--- src/rtl/wb_mem_bridge.sv ---
// wb_mem_bridge: turns the core's single-cycle memory port into Wishbone B4 classic master cycles.
// Stalls the pipeline while a bus cycle is open and holds read data until the pipeline releases it.
module wb_mem_bridge #(
    parameter int ADDR_W  = 32,
    parameter int DATA_W  = 32,
    parameter int TIMEOUT = 255,
    localparam int SEL_W  = DATA_W / 8
) (
    input  logic              clk,
    input  logic              rst,
    input  logic [5:0]        stall_i,
    input  logic              flush_i,
    input  logic              cpu_ce_i,
    input  logic              cpu_we_i,
    input  logic [ADDR_W-1:0] cpu_addr_i,
    input  logic [SEL_W-1:0]  cpu_sel_i,
    input  logic [DATA_W-1:0] cpu_data_i,
    output logic [DATA_W-1:0] cpu_data_o,
    output logic              stallreq_o,
    output logic              bus_err_o,
    input  logic              wb_ack_i,
    input  logic [DATA_W-1:0] wb_dat_i,
    output logic              wb_cyc_o,
    output logic              wb_stb_o,
    output logic              wb_we_o,
    output logic [ADDR_W-1:0] wb_adr_o,
    output logic [SEL_W-1:0]  wb_sel_o,
    output logic [DATA_W-1:0] wb_dat_o
);

    localparam int TMO_W = $clog2(TIMEOUT + 2);

    typedef enum logic [1:0] {
        IDLE       = 2'd0,
        BUSY       = 2'd1,
        WAIT_STALL = 2'd2
    } state_e;

    state_e            state_q, state_d;
    logic [TMO_W-1:0]  tmo_cnt_q, tmo_cnt_d;
    logic              cyc_q, cyc_d;
    logic              we_q, we_d;
    logic              bus_err_q, bus_err_d;
    logic [ADDR_W-1:0] adr_q, adr_d;
    logic [SEL_W-1:0]  sel_q, sel_d;
    logic [DATA_W-1:0] dat_q, dat_d;
    logic [DATA_W-1:0] rd_buf_q, rd_buf_d;

    logic req_ok;
    logic stalled;
    logic timeout_hit;

    assign req_ok      = cpu_ce_i & ~flush_i;
    assign stalled     = |stall_i;
    assign timeout_hit = (TIMEOUT != 0) && (tmo_cnt_q == TMO_W'(TIMEOUT - 1));

    always_ff @(posedge clk or negedge rst) begin
        if (!rst) begin
            state_q   <= IDLE;
            tmo_cnt_q <= '0;
            cyc_q     <= 1'b0;
            we_q      <= 1'b0;
            bus_err_q <= 1'b0;
            adr_q     <= '0;
            sel_q     <= '0;
            dat_q     <= '0;
            rd_buf_q  <= '0;
        end else begin
            state_q   <= state_d;
            tmo_cnt_q <= tmo_cnt_d;
            cyc_q     <= cyc_d;
            we_q      <= we_d;
            bus_err_q <= bus_err_d;
            adr_q     <= adr_d;
            sel_q     <= sel_d;
            dat_q     <= dat_d;
            rd_buf_q  <= rd_buf_d;
        end
    end

    always_comb begin
        state_d   = state_q;
        tmo_cnt_d = tmo_cnt_q;
        cyc_d     = cyc_q;
        we_d      = we_q;
        bus_err_d = 1'b0;
        adr_d     = adr_q;
        sel_d     = sel_q;
        dat_d     = dat_q;
        rd_buf_d  = rd_buf_q;
        case (state_q)
            IDLE: begin
                if (req_ok) begin
                    state_d   = BUSY;
                    cyc_d     = 1'b1;
                    we_d      = cpu_we_i;
                    adr_d     = cpu_addr_i;
                    sel_d     = cpu_sel_i;
                    dat_d     = cpu_data_i;
                    tmo_cnt_d = '0;
                end
            end
            BUSY: begin
                // Flush outranks a same-cycle ack: the returned data is dropped.
                if (flush_i) begin
                    state_d  = IDLE;
                    cyc_d    = 1'b0;
                    we_d     = 1'b0;
                    rd_buf_d = '0;
                end else if (wb_ack_i) begin
                    state_d = stalled ? WAIT_STALL : IDLE;
                    cyc_d   = 1'b0;
                    we_d    = 1'b0;
                    if (!we_q) begin
                        rd_buf_d = wb_dat_i;
                    end
                end else begin
                    tmo_cnt_d = tmo_cnt_q + 1'b1;
                    if (timeout_hit) begin
                        state_d   = WAIT_STALL;
                        cyc_d     = 1'b0;
                        we_d      = 1'b0;
                        bus_err_d = 1'b1;
                        rd_buf_d  = '0;
                    end
                end
            end
            WAIT_STALL: begin
                if (!stalled || flush_i) begin
                    state_d = IDLE;
                end
                if (flush_i) begin
                    rd_buf_d = '0;
                end
            end
            default: state_d = IDLE;
        endcase
    end

    always_comb begin
        stallreq_o = 1'b0;
        cpu_data_o = '0;
        case (state_q)
            IDLE:       stallreq_o = req_ok;
            BUSY: begin
                stallreq_o = ~wb_ack_i;
                if (wb_ack_i) begin
                    cpu_data_o = wb_dat_i;
                end
            end
            WAIT_STALL: cpu_data_o = rd_buf_q;
            default: ;
        endcase
    end

    assign wb_cyc_o  = cyc_q;
    assign wb_stb_o  = cyc_q;
    assign wb_we_o   = we_q;
    assign wb_adr_o  = adr_q;
    assign wb_sel_o  = sel_q;
    assign wb_dat_o  = dat_q;
    assign bus_err_o = bus_err_q;

endmodule

--- config.mk ---
export PLATFORM = sky130hd
export DESIGN_NAME = wb_mem_bridge
export DESIGN_NICKNAME = d
export VERILOG_FILES = /design/src/rtl/wb_mem_bridge.sv
export SDC_FILE = /design/constraint.sdc
export NUM_CORES = 1
export LEC_CHECK = 0
export ABC_AREA = 1
export ABC_CLOCK_PERIOD_IN_PS = 2400
export CORE_MARGIN = 2
export CORE_UTILIZATION = 25
export CTS_BUF_LIST = sky130_fd_sc_hd__clkbuf_2 sky130_fd_sc_hd__clkbuf_4 sky130_fd_sc_hd__clkbuf_8
export DETAILED_ROUTE_END_ITERATION = 10
export PLACE_DENSITY = 0.48
export SYNTH_ARGS = -nofsm -noshare
export SYNTH_HDL_FRONTEND = slang
export SYNTH_SLANG_ARGS = --single-unit
--- constraint.sdc ---
create_clock -name clk -period 2.4 [get_ports clk]
set_clock_uncertainty 0.15 [all_clocks]
set_input_delay 0.24 -clock clk [delete_from_list [all_inputs] [get_ports clk]]
set_output_delay 0.24 -clock clk [all_outputs]
set_load 0.02 [all_outputs]
---- Word level (Yosys, flattened, before mapping) ----
Index checks and enable logic that the tools add are counted.
cells by class
  add/subtract/negate cells ............... 1
  equal/unequal tests ..................... 10
  mux-type cells .......................... 31
  bitwise operators ....................... 3
  reductions and logical operators ........ 11
operators by type and width
  operator                                                               count
  32-bit 2-to-1 mux                                                      6
  32-bit one-hot mux with 2 select lines                                 2
  9-bit 2-to-1 mux                                                       3
  9-bit one-hot mux with 2 select lines                                  1
  2-bit 2-to-1 mux                                                       6
  2-bit != test, second input constant                                   5
  9-bit by 1-bit adder with 9-bit output, second input constant          1
  9-bit by 8-bit equality test with 1-bit output, second input constant  1
  1-bit 2-to-1 mux                                                       9
  4-bit != test, second input constant                                   2
  4-bit AND reduction                                                    2
  1-bit one-hot mux with 2 select lines                                  3
  2-bit one-hot mux with 3 select lines                                  1
  3-bit AND reduction                                                    2
  6-bit OR reduction                                                     1
  2-bit nonzero test                                                     2
  2-bit by 1-bit equality test with 1-bit output, second input constant  1
  2-bit equality test, second input constant                             1
  2-bit zero test                                                        1
  1-bit inverter                                                         2
  2-bit AND reduction                                                    1
  1-bit bitwise AND                                                      1
  1-bit zero test                                                        1
  1-bit logical OR                                                       1
storage, ports and cells
  register bits after elaboration ......... 114
  output and inout port bits .............. 105

---- Logic depth before layout (Yosys ltp) ----
Gate-level depths: netlist of run 1.
  depth after elaboration ................. 5
  gate-level depth with buffers ........... 10
  gate-level depth less buffers ........... 9

---- Worst setup path after synthesis of run 1 ----
OpenSTA, ideal clock, no wires.
  path kind ............................... reg2out
  start point ............................. reg state_q[1]
  end point ............................... out cpu_data_o[10]
  arrival time ............................ 1,455 ps
  path slack .............................. 555 ps
  data required time ...................... 2,010 ps
  stages on the path, launching flop included .. 7
  cells stage by stage .................... dfrtp_1 -> inv_1 -> ha_1 -> buf_2 -> clkbuf_1 -> nand3_1 -> a21oi_1
on the way
  cells in the longest elaborated chain, start to end .. 2
  elaborated cells between the ends (all ways) .. 3
ends and longest elaborated chain
  element                                                                                RTL line  source
  start, declared                                                                        39        state_e state_q, state_d;
  start signal, assigned                                                                 69        state_q <= state_d;
  2-bit equality test or 2-bit by 1-bit equality test with 1-bit output (tied branches)  143       case (state_q)
  32-bit one-hot mux with 2 select lines *                                               143
  end, declared                                                                          18        output logic [DATA_W-1:0] cpu_data_o,
Every way passes the cells marked *; elsewhere a longest branch is shown, timed or not.

---- Final worst setup path of run 1 ----
  start point ............................. reg state_q[1]
  end point ............................... out cpu_data_o[15]
Same word-level chain as after synthesis.

==> results of run 1 <==
[per-stage QoR]
step	instances	power, W	util	setup WS (ns)
6_report	1237	0.01005	0.3878	0.09898
5_1_grt	1237	0.01074	0.3878	-0.04956
4_1_cts	1234	0.01011	0.3878	0.0002884
3_5_place_dp	1201	0.008113	0.3684	0.09937
3_3_place_gp	1201	0.008106	0.3684	0.1209
2_1_floorplan	735	0.005791	-	0.5546
[cells in the mapped netlist (2+ instances only)]
cell / n / share of area
buf_4: 8 / 0.011
nand4_1: 7 / 0.0079
o21ai_1: 5 / 0.0045
ha_1: 5 / 0.011
buf_6: 3 / 0.0061
inv_2: 4 / 0.0027
a21oi_1: 35 / 0.032
inv_1: 16 / 0.011
buf_2: 17 / 0.015
nand2_2: 3 / 0.0034
buf_1: 8 / 0.0054
a21oi_4: 2 / 0.0059
nand2_1: 368 / 0.25
clkbuf_1: 10 / 0.0068
dfrtp_1: 114 / 0.51
nand2_4: 2 / 0.0041
o21ai_0: 5 / 0.0045
nor2_1: 41 / 0.028
nand3_1: 77 / 0.069
[critical path: stages, from the launching register on]
cell	delay [ns]
dfrtp_1	0.42
inv_1	0.10
ha_2	0.22
buf_6	0.18
nand3_1	0.10
a21oi_2	0.17
clkdlybuf4s15_2	0.28
[routing by layer]
| layer | GRT usage | wire length (um) | up-vias | part of all wire |
|---|---|---|---|---|
| met3 | 0.04054 | 862 | 9 | 0.048 |
| met1 | 0.2087 | 8237 | 2479 | 0.46 |
| met5 | 0 | 0 | - | 0 |
| met4 | 0.04497 | 191 | 0 | 0.011 |
| li1 | - | - | 2727 | - |
| met2 | 0.2424 | 8662 | 140 | 0.48 |
[power groups by stage]
stage / clock network [W] / registers [W] / logic [W]
after floorplan: 0 / 0.00386 / 0.00193
after global placement: 0 / 0.00324 / 0.00487
after detailed placement: 0 / 0.00324 / 0.00487
after CTS: 0.00206 / 0.00323 / 0.00482
after global routing: 0.00216 / 0.00333 / 0.00525
final: 0.00199 / 0.00323 / 0.00483
[final cells by class]
cell class                      instances  area share
Clock buffer                           19     0.02942
Multi-Input combinational cell        555      0.2837
Sequential cell                       114      0.3371
Tap cell                              280     0.04140
Timing Repair Buffer                  235      0.2774
Clock inverter                         13     0.02188
Antenna cell                            1   0.0002957
Inverter                               20    0.008870
[cells by family (layout without fill, tap and decap cells)]
| group | count (synthesis) | in the layout | share of synthesized area |
|---|---|---|---|
| simple gates | 502 | 502 | 0.3689 |
| flops | 114 | 114 | 0.5141 |
| buf+inv | 66 | 287 | 0.05795 |
| compound gates | 48 | 48 | 0.04780 |
| fa+ha+maj | 5 | 5 | 0.01127 |
| other cells | 0 | 1 | 0 |
[worst max path at each step]
stage / startpoint / endpoint / slack, ns / cells past startpoint
floorplan: state_q[1] / cpu_data_o[10] / 0.55 / 6
global placement: state_q[0] / cpu_data_o[19] / 0.12 / 6
detailed placement: state_q[0] / cpu_data_o[19] / 0.1 / 6
CTS: state_q[0] / cpu_data_o[15] / 0.0003 / 6
global route: state_q[1] / cpu_data_o[15] / -0.05 / 6
finish: state_q[1] / cpu_data_o[15] / 0.1 / 6
[flip-flops by register name, indices dropped and copies added, names as in the netlist]
name       cells
wb_dat_o      32
wb_we_o        1
bus_err_o      1
wb_sel_o       4
state_q        2
rd_buf_q      32
wb_adr_o      32
wb_cyc_o       1
tmo_cnt_q      9
[what timing repair did]
action | CTS | global route
hold buffers | 1 | 0
setup endpoints to repair | 33 | 34
pin swaps | 0 | 1
resized for setup | 47 | 51
cloned | 0 | 1
buffers inserted | 0 | 1
endpoints found under the hold margin | 37 | 0
==> results.py, run 1 <==
metrics = {
    "layout": {
        "layout_commonest_cell": "nand2_1",
        "area_growth_pct": 52.51,
        "layout-drive-gt1-share": 0.09833,
        "nets": 1060,
        "final_design_area_no_fill_sq_um": 8463,
        "fillCellCount": 2251,
        "layout.area.seq_sq_um": 2853,
        "multi_input_area_sq_um": 2401,
        "final_cell_mix": "nand2_1 (368), clkdlybuf4s50_1 (181), dfrtp_1 (114)",
    },
    "die": {
        "start_util": 0.2543,
        "rows": 54,
        "ios": 217,
        "die_h_um": 153.0,
        "dieArea_sq_um": 23400,
        "die_w_um": 153.0,
        "core_area_sq_um": 21820,
    },
    "detailed_routing": {
        "post-route-drc-count": 0,
        "drt-initial-drc-count": 257,
        "dr.pass1.iters": 4,
        "vias": 5355,
        "wl_um": 17950,
        "viasPerCell": 4.329,
        "ant_nets": 0,
        "wl_per_cell_um": 14.51,
    },
    "power_and_ir_drop": {
        "power_frac_seq": 0.321,
        "combPwrFrac": 0.481,
        "p_sw_w": 0.004130,
        "p_clk_frac": 0.198,
        "ir_drop_mv": 0.3927,
        "p_per_area_nw_per_um2": 1188,
        "p_int_w": 0.005923,
        "p_sw_frac": 0.4108,
        "power_leakage_nw": 3.975,
    },
    "clock_network": {
        "clock_latency_ns": 0.43,
        "cts_max_path_buffers": 2,
        "cts-htree-levels": 4,
        "cts_buffers": 17,
        "clock-sinks": 114,
        "clk_pin_slew_ns": 0.08,
        "clockRootBuffer": "clkbuf_8",
        "cts_tree": "built",
    },
    "synth": {
        "avgSynthCellArea_sq_um": 7.550,
        "ys_types": 24,
        "yosys_warnings": 0,
        "yosysSeqAreaShare": 0.5141,
        "synth-seq-cells": 114,
        "synth_edf_count": 0,
        "async_reset_ff_frac": 1.000,
        "netlist_area_sq_um": 5549,
        "synthCells": 735,
        "synth_flop_cell": "dfrtp_1",
        "syn_nets": 852,
    },
    "sta": {
        "hold_viol": 0,
        "final.period_utilization": 0.9588,
        "slew_violations": 0,
        "rsz0062_at_grt": "true",
        "fin_crit_ns": 2.301,
        "whs_ns": 0.1723,
        "fin_setup_tns_ns": 0,
        "max_slew_margin": 0.6251,
        "setup_viol": 0,
        "fmax_ghz": 0.4346,
        "worstMarginPinSlew_ns": 0.5623,
    },
    "worst_setup_path": {
        "endpoint_kind": "output port",
        "critPathLaunchType": "register",
        "crit_arrival_ns": 1.91,
        "r2r_setup_slack_ns": 0.21,
        "critPathMaxFanout": 11,
        "r2r_end": "rd_buf_q[14]",
        "r2r_start": "state_q[1]",
        "crit_type": "reg2out",
        "r2r_cells": 9,
        "required_ns": 2.01,
    },
    "worst_hold_path": {
        "hold_path_class": "in2async",
    },
    "grt": {
        "grt_pass1_vias": 5128,
        "grt_usage": 0.1539,
        "grt_max_degree": 68,
        "antenna_found_initial": 2,
        "grt_pass1_wl_um": 28550,
        "grt_overflow": 0,
    },
    "run": {
        "drv_cap": 0,
    },
    "place": {
        "gp_congestion": 0.7898,
        "placed_cell_area_sq_um": 8040,
        "numPortBuffers": 216,
        "dp_hpwl_um": 12060,
    },
    "run_status": {
        "status": "finished clean",
    },
}
Note: power is estimated with default switching activity, not from simulation.
==> run 2, diff against run 1 <==
--- a/constraint.sdc
+++ b/constraint.sdc
@@ -4,2 +4,2 @@
 set_output_delay 0.24 -clock clk [all_outputs]
-set_load 0.02 [all_outputs]
+set_load 0.1 [all_outputs]
==> results.py, run 2 (same netlist as run 1, synthesis figures left out) <==
metrics = {
    "run_status": {
        "status": "finished clean",
    },
    "worst_setup_path": {
        "crit_arrival_ns": 1.95,
        "critPathLaunch": "state_q[1]",
        "crit_type": "reg2out",
        "required_ns": 2.01,
        "r2r_cells": 7,
        "critPathLaunchType": "register",
        "endpoint_kind": "output port",
        "r2r_start": "state_q[1]",
        "r2r_setup_slack_ns": 0.38,
        "r2r_end": "rd_buf_q[17]",
        "critPathMaxFanout": 8,
    },
    "grt": {
        "grt_overflow": 0,
        "grt_pass1_vias": 5364,
        "antenna_found_initial": 0,
        "grt_pass1_wl_um": 28940,
        "grt_max_degree": 67,
        "grt_usage": 0.1535,
    },
    "sta": {
        "fin_crit_ns": 2.339,
        "setup_viol": 0,
        "worstMarginPinSlew_ns": 0.5842,
        "rsz0062_at_grt": "true",
        "final.period_utilization": 0.9747,
        "slew_violations": 0,
        "fmax_ghz": 0.4275,
        "setup_ws_ns": 0.06080,
        "max_slew_margin": 0.6105,
        "hold_viol": 0,
    },
    "die": {
        "start_util": 0.2543,
        "rows": 54,
        "dieArea_sq_um": 23400,
        "core_area_sq_um": 21820,
        "die_w_um": 153.0,
        "die_h_um": 153.0,
        "ios": 217,
    },
    "place": {
        "numPortBuffers": 216,
        "gp_congestion": 0.7194,
        "pre_cts_slack_ns": 0.3896,
        "dp_hpwl_um": 12410,
        "dp_cells": 1202,
        "placed_cell_area_sq_um": 8418,
    },
    "worst_hold_path": {
        "whs_path_depth": 3,
        "min_to": "wb_adr_o[31]",
        "min_from": "cpu_addr_i[31]",
        "hold_path_class": "in2reg",
    },
    "clock_network": {
        "clock_latency_ns": 0.43,
        "cts_tree": "built",
        "clock-sinks": 114,
        "cts_max_path_buffers": 2,
        "clockRootBuffer": "clkbuf_8",
        "clk_pin_slew_ns": 0.08,
        "cts-htree-levels": 4,
        "cts_buffers": 17,
    },
    "detailed_routing": {
        "vias": 5337,
        "dr.pass1.iters": 4,
        "ant_nets": 0,
        "wl_met2_um": 7832,
        "viasPerCell": 4.304,
        "wl_um": 18060,
        "drt-initial-drc-count": 246,
        "post-route-drc-count": 0,
        "wl_per_cell_um": 14.56,
        "wl_met3_um": 1658,
        "wl_met1_um": 8430,
        "dr.max_layer_used": "met4",
    },
    "layout": {
        "final_cells": 1240,
        "final_cell_mix": "nand2_1 (368), dfrtp_1 (114), clkdlybuf4s50_1 (109)",
        "final_design_area_no_fill_sq_um": 9034,
        "layout-drive-gt1-share": 0.2229,
        "area_growth_pct": 62.80,
        "layout.area.seq_sq_um": 2853,
        "nets": 1064,
        "num_antenna_cells": 0,
        "layout_commonest_cell": "nand2_1",
        "fillCellCount": 2226,
        "multi_input_area_sq_um": 2680,
    },
    "run": {
        "drv_cap": 0,
    },
}
==> run 2: cell count changes in the layout (fill, tap and decap cells not counted), moves of 3 or more <==
| cell | previous run | this run |
|---|---|---|
| clkinvlp_4 | 5 | 2 |
| inv_6 | 1 | 4 |
| clkdlybuf4s50_1 | 181 | 109 |
| a21oi_1 | 32 | 3 |
| a21oi_2 | 3 | 13 |
| buf_2 | 5 | 1 |
| buf_4 | 7 | 82 |
| a21oi_4 | 2 | 21 |
| buf_12 | 10 | 40 |
| clkinv_4 | 1 | 5 |
| clkbuf_2 | 16 | 0 |
| clkdlybuf4s15_1 | 10 | 0 |
==> run 2: worst max-delay path, cell delays in order (launching register included) <==
cell and delay, ns:
dfrtp_1 0.43, inv_2 0.13, ha_4 0.24, buf_12 0.16, nand3_1 0.08, a21oi_2 0.26
buf_12 0.21
==> run 2: metal layers <==
metal,up-vias,global-route usage
li1,2729,-
met1,2398,0.2112
met2,200,0.2253
met3,10,0.06408
met4,0,0.03483
met5,-,0
==> run 2: layout make-up <==
type                            count  share of cell area
Sequential cell                   114              0.3158
Multi-Input combinational cell    555              0.2967
Timing Repair Buffer              239              0.2916
Tap cell                          280             0.03878
Clock buffer                       19             0.02895
Clock inverter                     13             0.01939
Inverter                           20            0.008864
==> run 2: worst max-delay path by stage <==
stage | end | slack (ns) | cells past startpoint
finish | cpu_data_o[13] | 0.06 | 6
global route | cpu_data_o[9] | -0.04 | 6
CTS | cpu_data_o[0] | -0.04 | 6
detailed placement | rd_buf_q[17] | 0.39 | 8
global placement | wb_sel_o[3] | 0.41 | 7
floorplan | cpu_data_o[11] | -0.03 | 6
==> run 2: through the flow <==
stage	hold slack, ns	TNS (ns)	util
floorplan	-0.2056	-0.4422	-
global placement	0.1406	0	0.3857
detailed placement	0.1318	0	0.3857
CTS	0.1379	-0.5188	0.4064
global route	0.1521	-0.4749	0.4139
finish	0.1802	0	0.4139
==> run 2: timing repair <==
action | CTS | global route
buffers inserted | 0 | 3
gates cloned | 0 | 2
hold buffers | 1 | 0
pin swaps | 0 | 2
endpoints found under the hold margin | 36 | 0
resized for setup | 2 | 15
endpoints found under the setup margin | 26 | 32
Power of run 2 is left out: the tool's default activity adds up to more than one toggle a clock period on the data nets, which glitch-free logic cannot reach.
==> run 3, diff against run 2 <==
CELL_PAD_IN_SITES_DETAIL_PLACEMENT = 1   (was not set)
CELL_PAD_IN_SITES_GLOBAL_PLACEMENT = 1   (was not set)
PLACE_DENSITY = 0.65   (was 0.48)
==> results.py, run 3 (same netlist as run 1, synthesis figures left out) <==
metrics = {
    "worst_setup_path": {
        "r2r_cells": 8,
        "required_ns": 2.01,
        "critPathMaxFanout": 32,
        "crit_arrival_ns": 1.91,
        "r2r_setup_slack_ns": 0.50,
        "critPathLaunchType": "register",
        "crit_type": "reg2out",
        "endpoint_kind": "output port",
        "r2r_start": "state_q[1]",
        "r2r_end": "rd_buf_q[20]",
    },
    "clock_network": {
        "clk_pin_slew_ns": 0.08,
        "clock-sinks": 114,
        "clockRootBuffer": "clkbuf_8",
        "clock_latency_ns": 0.44,
        "cts_tree": "built",
        "cts_max_path_buffers": 2,
        "cts_buffers": 17,
        "cts-htree-levels": 4,
    },
    "sta": {
        "final.period_utilization": 0.9572,
        "max_slew_margin": 0.6700,
        "fin_setup_tns_ns": 0,
        "fin_crit_ns": 2.297,
        "rsz0062_at_grt": "true",
        "worstMarginPinSlew_ns": 0.4951,
        "whs_ns": 0.1506,
        "setup_viol": 0,
        "hold_viol": 0,
        "fmax_ghz": 0.4353,
        "slew_violations": 0,
    },
    "die": {
        "start_util": 0.2543,
        "die_h_um": 153.0,
        "ios": 217,
        "rows": 54,
        "die_w_um": 153.0,
        "core_area_sq_um": 21820,
        "dieArea_sq_um": 23400,
    },
    "layout": {
        "area_growth_pct": 59.59,
        "num_antenna_cells": 0,
        "layout_commonest_cell": "nand2_1",
        "final_cell_mix": "nand2_1 (368), dfrtp_1 (114), clkdlybuf4s50_1 (109)",
        "nets": 1063,
        "layout-drive-gt1-share": 0.2190,
    },
    "run": {
        "drv_cap": 0,
    },
    "grt": {
        "antenna_found_initial": 0,
        "grt_overflow": 0,
        "grt_pass1_wl_um": 31150,
        "grt_max_degree": 65,
        "grt_pass1_vias": 5760,
        "grt_usage": 0.1641,
    },
    "detailed_routing": {
        "drt-initial-drc-count": 266,
        "vias": 5622,
        "dr.pass1.iters": 4,
        "post-route-drc-count": 0,
        "ant_nets": 0,
        "wl_um": 19270,
        "wl_per_cell_um": 15.55,
        "viasPerCell": 4.538,
    },
    "worst_hold_path": {
        "hold_path_class": "in2async",
    },
    "place": {
        "gp_congestion": 0.7671,
        "numPortBuffers": 216,
        "dp_hpwl_um": 13200,
    },
    "run_status": {
        "status": "finished clean",
    },
}
[run 3: critical path, cell delays in order, from the launching register on]
cell and delay [ns]:
dfrtp_1 0.40, inv_1 0.10, ha_1 0.30, inv_2 0.05, buf_12 0.20, a21oi_2 0.19
buf_12 0.19
[run 3: layout make-up]
cell class,instances,area (sq um)
sequential,114,2853
multi-input combinational,555,2648
inverter,20,75.07
fill,2594,12970
clock inverter,15,136.4
timing repair buffer,238,2560
clock buffer,17,234.0
tap,280,350.3
[run 3: worst max path at each step]
stage | start | endpoint | slack, ns | cells after the start
2_1_floorplan | state_q[1] | cpu_data_o[11] | -0.03 | 6
3_3_place_gp | state_q[1] | tmo_cnt_q[0] | 0.50 | 8
3_5_place_dp | state_q[1] | tmo_cnt_q[1] | 0.44 | 8
4_1_cts | state_q[0] | cpu_data_o[30] | 0.005 | 6
5_1_grt | state_q[1] | cpu_data_o[28] | -0.02 | 6
6_report | state_q[1] | cpu_data_o[16] | 0.10 | 6
[run 3: per-layer routing]
metal	wire, um	GRT usage
met1	8824	0.2164
met3	1342	0.05444
met2	8716	0.2550
met5	0	0
met4	382	0.05335
[run 3: per-stage QoR]
stage | utilization | cell area (sq um) | worst slack [ns] | std cells
finish | 0.4058 | 8856 | 0.1026 | 1239
global route | 0.4058 | 8856 | -0.02167 | 1239
CTS | 0.4018 | 8770 | 0.004776 | 1237
detailed placement | 0.3842 | 8386 | 0.4392 | 1204
global placement | 0.3842 | 8386 | 0.5009 | 1204
floorplan | - | 5782 | -0.02958 | 735
[run 3: what timing repair did]
action | in CTS | in global routing
endpoints found under the hold margin | 45 | 0
hold buffers | 1 | 0
setup endpoints to repair | 1 | 26
gates cloned | 0 | 1
resized for setup | 1 | 9
buffers inserted | 0 | 1
Power of run 3 is left out for the same reason.
